## src/rtl/uart_pkg.sv

```systemverilog
// Shared definitions for the UART transmit and receive paths.
//   state_t        : transmitter FSM state encoding
//   PAR_*          : encoding of the PARITY parameter
//   calc_baud_div  : clocks per bit period, shared so both ends of a link
//                    derive bit timing identically (truncating division)
package uart_pkg;

    typedef enum logic [2:0] {
        ST_IDLE,
        ST_START,
        ST_DATA,
        ST_PARITY,
        ST_STOP
    } state_t;

    localparam int PAR_NONE = 0;
    localparam int PAR_ODD  = 1;
    localparam int PAR_EVEN = 2;

    function automatic int calc_baud_div(input int clk_freq, input int baud);
        return clk_freq / baud;
    endfunction

endpackage

```

## src/rtl/uart_baud_gen.sv

```systemverilog
// Bit-period timer for the UART transmitter.
//   clk     : rising-edge clock
//   rst     : synchronous reset, active-low
//   restart : hold the counter at zero (asserted while the line is idle)
//   bit_end : high on the last clock of every DIV-clock bit period
module uart_baud_gen #(
    parameter int DIV = 10
) (
    input  logic clk,
    input  logic rst,
    input  logic restart,
    output logic bit_end
);

    localparam int               CNT_W = $clog2(DIV) + 1;
    localparam logic [CNT_W-1:0] LAST  = CNT_W'(DIV - 1);

    logic [CNT_W-1:0] baud_cnt;

    assign bit_end = (baud_cnt == LAST);

    // Wrapping at bit_end doubles as the reset-on-state-entry, since every
    // state change out of a busy state happens on a bit_end clock.
    always_ff @(posedge clk) begin
        if (!rst) begin
            baud_cnt <= '0;
        end else if (restart || bit_end) begin
            baud_cnt <= '0;
        end else begin
            baud_cnt <= baud_cnt + 1'b1;
        end
    end

endmodule

```

## src/rtl/uart_axis_tx.sv

```systemverilog
// AXI4-Stream to UART transmitter (LSB first, optional parity, 1/2 stop bits).
//   clk           : rising-edge clock
//   rst           : synchronous reset, active-low
//   s_axis_tdata  : word to send, sampled only at the handshake
//   s_axis_tvalid : beat valid
//   s_axis_tready : high in IDLE and on the final clock of the final stop bit
//   tx            : serial line, registered, idles high
//   tx_busy       : high while a frame is on the line
module uart_axis_tx
    import uart_pkg::*;
#(
    parameter int CLK_FREQ  = 100_000_000,
    parameter int BAUD      = 9600,
    parameter int DATA_BITS = 8,
    parameter int PARITY    = 0,
    parameter int STOP_BITS = 1
) (
    input  logic                 clk,
    input  logic                 rst,
    input  logic [DATA_BITS-1:0] s_axis_tdata,
    input  logic                 s_axis_tvalid,
    output logic                 s_axis_tready,
    output logic                 tx,
    output logic                 tx_busy
);

    localparam int               BAUD_DIV  = calc_baud_div(CLK_FREQ, BAUD);
    localparam int               BIT_W     = $clog2(DATA_BITS);
    localparam logic [BIT_W-1:0] LAST_BIT  = BIT_W'(DATA_BITS - 1);
    localparam logic             STOP_LAST = 1'(STOP_BITS - 1);

    state_t               state, state_next;
    logic [DATA_BITS-1:0] shift_reg, shift_next;
    logic [BIT_W-1:0]     bit_cnt, bit_cnt_next;
    logic                 stop_cnt, stop_cnt_next;
    logic                 par_bit, par_next;
    logic                 tx_next;
    logic                 bit_end;
    logic                 last_stop;
    logic                 handshake;

    function automatic logic parity_of(input logic [DATA_BITS-1:0] d);
        if (PARITY == PAR_EVEN) begin
            return ^d;
        end
        return ~^d;
    endfunction

    uart_baud_gen #(
        .DIV(BAUD_DIV)
    ) u_baud_gen (
        .clk    (clk),
        .rst    (rst),
        .restart(state == ST_IDLE),
        .bit_end(bit_end)
    );

    assign last_stop     = (state == ST_STOP) && bit_end && (stop_cnt == STOP_LAST);
    assign s_axis_tready = rst && ((state == ST_IDLE) || last_stop);
    assign handshake     = s_axis_tvalid && s_axis_tready;
    assign tx_busy       = (state != ST_IDLE);

    always_comb begin
        state_next    = state;
        shift_next    = shift_reg;
        bit_cnt_next  = bit_cnt;
        stop_cnt_next = stop_cnt;
        par_next      = par_bit;
        tx_next       = 1'b1;

        case (state)
            ST_IDLE: begin
                if (handshake) begin
                    state_next = ST_START;
                    shift_next = s_axis_tdata;
                    par_next   = parity_of(s_axis_tdata);
                end
            end
            ST_START: begin
                if (bit_end) begin
                    state_next   = ST_DATA;
                    bit_cnt_next = '0;
                end
            end
            ST_DATA: begin
                if (bit_end) begin
                    shift_next   = shift_reg >> 1;
                    bit_cnt_next = bit_cnt + 1'b1;
                    if (bit_cnt == LAST_BIT) begin
                        stop_cnt_next = 1'b0;
                        if (PARITY != PAR_NONE) begin
                            state_next = ST_PARITY;
                        end else begin
                            state_next = ST_STOP;
                        end
                    end
                end
            end
            ST_PARITY: begin
                if (bit_end) begin
                    state_next    = ST_STOP;
                    stop_cnt_next = 1'b0;
                end
            end
            ST_STOP: begin
                if (bit_end) begin
                    if (stop_cnt == STOP_LAST) begin
                        // A beat accepted here starts the next frame with no idle gap.
                        if (handshake) begin
                            state_next = ST_START;
                            shift_next = s_axis_tdata;
                            par_next   = parity_of(s_axis_tdata);
                        end else begin
                            state_next = ST_IDLE;
                        end
                    end else begin
                        stop_cnt_next = stop_cnt + 1'b1;
                    end
                end
            end
            default: begin
                state_next = ST_IDLE;
            end
        endcase

        // tx is registered from the next-state view so the line level changes
        // on the same edge as the state, keeping tx and tx_busy aligned.
        case (state_next)
            ST_START:  tx_next = 1'b0;
            ST_DATA:   tx_next = shift_next[0];
            ST_PARITY: tx_next = par_next;
            default:   tx_next = 1'b1;
        endcase
    end

    always_ff @(posedge clk) begin
        if (!rst) begin
            state     <= ST_IDLE;
            shift_reg <= '0;
            bit_cnt   <= '0;
            stop_cnt  <= 1'b0;
            par_bit   <= 1'b0;
            tx        <= 1'b1;
        end else begin
            state     <= state_next;
            shift_reg <= shift_next;
            bit_cnt   <= bit_cnt_next;
            stop_cnt  <= stop_cnt_next;
            par_bit   <= par_next;
            tx        <= tx_next;
        end
    end

endmodule

```

## config.mk

```make
export PLATFORM = sky130hd
export DESIGN_NAME = uart_axis_tx
export DESIGN_NICKNAME = d
export VERILOG_FILES = /design/src/rtl/uart_pkg.sv /design/src/rtl/uart_baud_gen.sv /design/src/rtl/uart_axis_tx.sv
export SDC_FILE = /design/constraint.sdc
export NUM_CORES = 1
export LEC_CHECK = 0
export CAP_MARGIN = 20
export CORE_ASPECT_RATIO = 1.5
export CORE_MARGIN = 5
export CORE_UTILIZATION = 56
export DETAILED_ROUTE_END_ITERATION = 16
export PLACE_DENSITY = 0.78
export SLEW_MARGIN = 15
export SYNTH_ARGS = -nofsm -noshare
export SYNTH_HDL_FRONTEND = slang
export SYNTH_SLANG_ARGS = --single-unit
```

## constraint.sdc

```tcl
create_clock -name clk -period 2.2 [get_ports clk]
set_input_delay 0.66 -clock clk [delete_from_list [all_inputs] [get_ports clk]]
set_output_delay 0.66 -clock clk [all_outputs]
set_load 0.05 [all_outputs]
```

==> results of run 1 <==
## power by group
| group | switching [mW] | internal (mW) |
|---|---|---|
| sequential | 0.00647 | 0.574 |
| clock | 0.200 | 0.221 |
| combinational | 0.0742 | 0.0765 |
## logic make-up (layout without fill, tap and decap cells)
family / Yosys count / count (layout) / synth area share [%]
fa+ha+maj: 3 / 3 / 2.30
compound gates: 44 / 44 / 17.7
flops: 31 / 31 / 37.9
simple gates: 71 / 71 / 26.5
buf+inv: 14 / 42 / 4.59
xor+xnor: 17 / 17 / 9.10
mux: 3 / 3 / 1.84
## worst reg2reg max path: stages (launching register included)
cell      delay (ps)
dfxtp_1          400
and4bb_2         290
a41oi_4          260
buf_4            190
nor3_2            50
buf_4            170
or3b_2           470
a21oi_1          150
## final cells by class
type | instances | area [sq um]
clock buffers | 7 | 76.3
clock inverters | 1 | 5.00
fillers | 242 | 850
inverters | 5 | 18.8
multi-input cells | 138 | 961
flip-flops and latches | 31 | 624
well taps | 39 | 48.8
repair buffers | 29 | 269
## worst max-delay path by stage
stage / slack [ps] / startpoint / depth (start not counted) / to
3_3_place_gp: 4 / rst / 4 / s_axis_tready
5_1_grt: 0.8 / u_baud_gen.baud_cnt[4] / 4 / s_axis_tready
4_1_cts: 30 / u_baud_gen.baud_cnt[0] / 5 / s_axis_tready
2_1_floorplan: 60 / u_baud_gen.baud_cnt[0] / 5 / s_axis_tready
6_report: 90 / u_baud_gen.baud_cnt[4] / 4 / s_axis_tready
3_5_place_dp: -10 / rst / 4 / s_axis_tready
## per-layer routing
layer | global-route usage (%) | share of wire [%]
met5 | 0 | 0
met4 | 9.48 | 2.4
met3 | 6.26 | 5.1
met2 | 34.9 | 56
met1 | 21.6 | 37
## metrics by stage
step	setup slack [ps]	TNS, ps	util (%)
floorplan	62.6	0	-
global placement	3.95	0	66.1
detailed placement	-13.3	-20.0	66.1
CTS	32.7	0	69.7
global route	0.800	0	70.2
finish	92.5	0	70.2
## placed cells by master (no fill, tap or decap), types with 5 or more instances in the layout
cell type,netlist,routed
a21oi_1,15,15
a22oi_1,6,6
and2_1,5,5
buf_4,3,16
clkbuf_8,0,5
clkdlybuf4s50_1,0,10
dfxtp_1,31,28
inv_1,5,5
nand2_1,9,8
nand3_1,5,5
nor2_1,18,17
o21ai_0,12,12
xnor2_1,13,13
## what timing repair did
| item | in CTS | in global routing |
|---|---|---|
| resized for setup | 3 | 6 |
| pin swaps | 3 | 2 |
| setup buffers | 2 | 0 |
| setup endpoints to repair | 1 | 3 |
| gates cloned | 0 | 0 |
==> results_dict.tcl, run 1 <==
set metrics [dict create \
    status "finished clean" \
    min-delay-path-class "reg -> reg" \
    clock_latency_ps 280 \
    synth_warnings 0 \
    rsz0062_at_grt "false" \
    place.gp.congestion 0.817 \
    ys_seq_area_share_pct 37.9 \
    finalCritPeriodShare_pct 95.8 \
    final_area_sq_um 2000 \
    end_kind "output pin" \
    max-cap-violations 0 \
    avgSynthCellArea_sq_um 8.94 \
    ff2ff_setup_slack_ps 160 \
    grt_max_degree 17 \
    post_synth_num_cell_types 45 \
    grt_usage_pct 20.5 \
    wl_per_cell_microns 14.2 \
    fin_cells 250 \
    ys.flop_type "dfxtp_1" \
    timing.critical_path.slowest_cell_delay_ps 370 \
    fin_crit_ps 2110 \
    worstHoldEndpoint "u_baud_gen.baud_cnt[0]" \
    crit_chain "nor4b_4 > a41oi_4 > nor2_4 > buf_12" \
    yosysTopAreaCell "dfxtp_1" \
    synthTopCellsByCount "dfxtp_1, nor2_1, a21oi_1" \
    p_leak_nw 0.684 \
    async_flop_share_pct 0 \
    grt_first_pass_wirelength_mm 6.33 \
    io_buffers 13 \
    routed-via-count 1444 \
    yosysTopAreaCellShare_pct 37.9 \
    worst_pin_slew_ps 506 \
    hpwl_mm 2.74 \
    antenna_found_initial 0 \
    numCtsBuffers 5 \
    max_freq_mhz 475 \
    grt_pass1_vias 1486 \
    cts.clk_slew.worst_paths_ps 60 \
    insertedDiodeCount 0 \
    synth_area_sq_um 1640 \
    start_util_pct 57.3 \
    clock_path_buffers 2 \
    drive_above_1_share_pct 21.8 \
    crit_family "simple AND/OR/NAND/NOR gates" \
    slew_headroom_pct 66.2 \
    synth_edf_count 0 \
    ys_seq_elements 31 \
    finalHoldWorstSlack_ps 410 \
    cts.htree.levels 2 \
    finalPower_mw 1.15 \
    hold_path_depth 1 \
    ant_nets 0 \
    ir_worst_vdd_v 0.000549 \
    dp_cells 240 \
    cp.arrival_ps 1450 \
    crit_path_start_kind "flop" \
    io_pins 14 \
    p_per_area_nw_per_um2 576 \
    cts_sinks 31 \
    hold_violations 0 \
    synth.most_common_cell "dfxtp_1" \
    synthTopCellsByArea "dfxtp_1, xnor2_1, a21oi_1, nor2_1, o21ai_0" \
    cts_tree "built" \
    dr.pass1.iters 5 \
    core-area_sq_um 2850 \
    drt-total-wl_mm 3.56 \
    drv_slew 0 \
    die_h_microns 76.2 \
    r2r-end "shift_reg[4]" \
    syn_nets 197 \
    die_area_sq_um 4120 \
    reg2regPathDepth 7 \
    rows 24 \
    gr-total-overflow 0 \
    synthCells 183 \
    drc_errors 0 \
    viasPerCell 5.78 \
    reg2reg_from "u_baud_gen.baud_cnt[6]" \
    slowest_stage "nor4b_4" \
    largest_register_ffs 15 \
    setup_viol 0 \
    num-nets-final 224 \
    criticalPathCategory "reg -> out" \
    cp_num_buf_inv 1 \
    ctsHoldBuffers 0 \
    cp_max_fo 2 \
    first_iter_violations 39 \
    syn2layout_area_growth_pct 22.5 \
    worstHoldStart "u_baud_gen.baud_cnt[0]" \
    die_w_microns 54.1 \
    placed_cell_area_sq_um 1890 \
    cp.required_ps 1540 \
    fin_skew_ps 2.64 \
    root_buffer "clkbuf_8" \
]
Note: power is estimated with default switching activity, not from simulation.
==> inputs of run 2 (changes only) <==
--- a/config.mk
+++ b/config.mk
@@ -10,6 +10,7 @@
 export CORE_MARGIN = 5
 export CORE_UTILIZATION = 56
 export DETAILED_ROUTE_END_ITERATION = 16
+export HOLD_SLACK_MARGIN = 0.12
 export PLACE_DENSITY = 0.78
 export SLEW_MARGIN = 15
 export SYNTH_ARGS = -nofsm -noshare
==> results of run 2 <==
Final layout, timing and power as in run 1 (identical DEF).
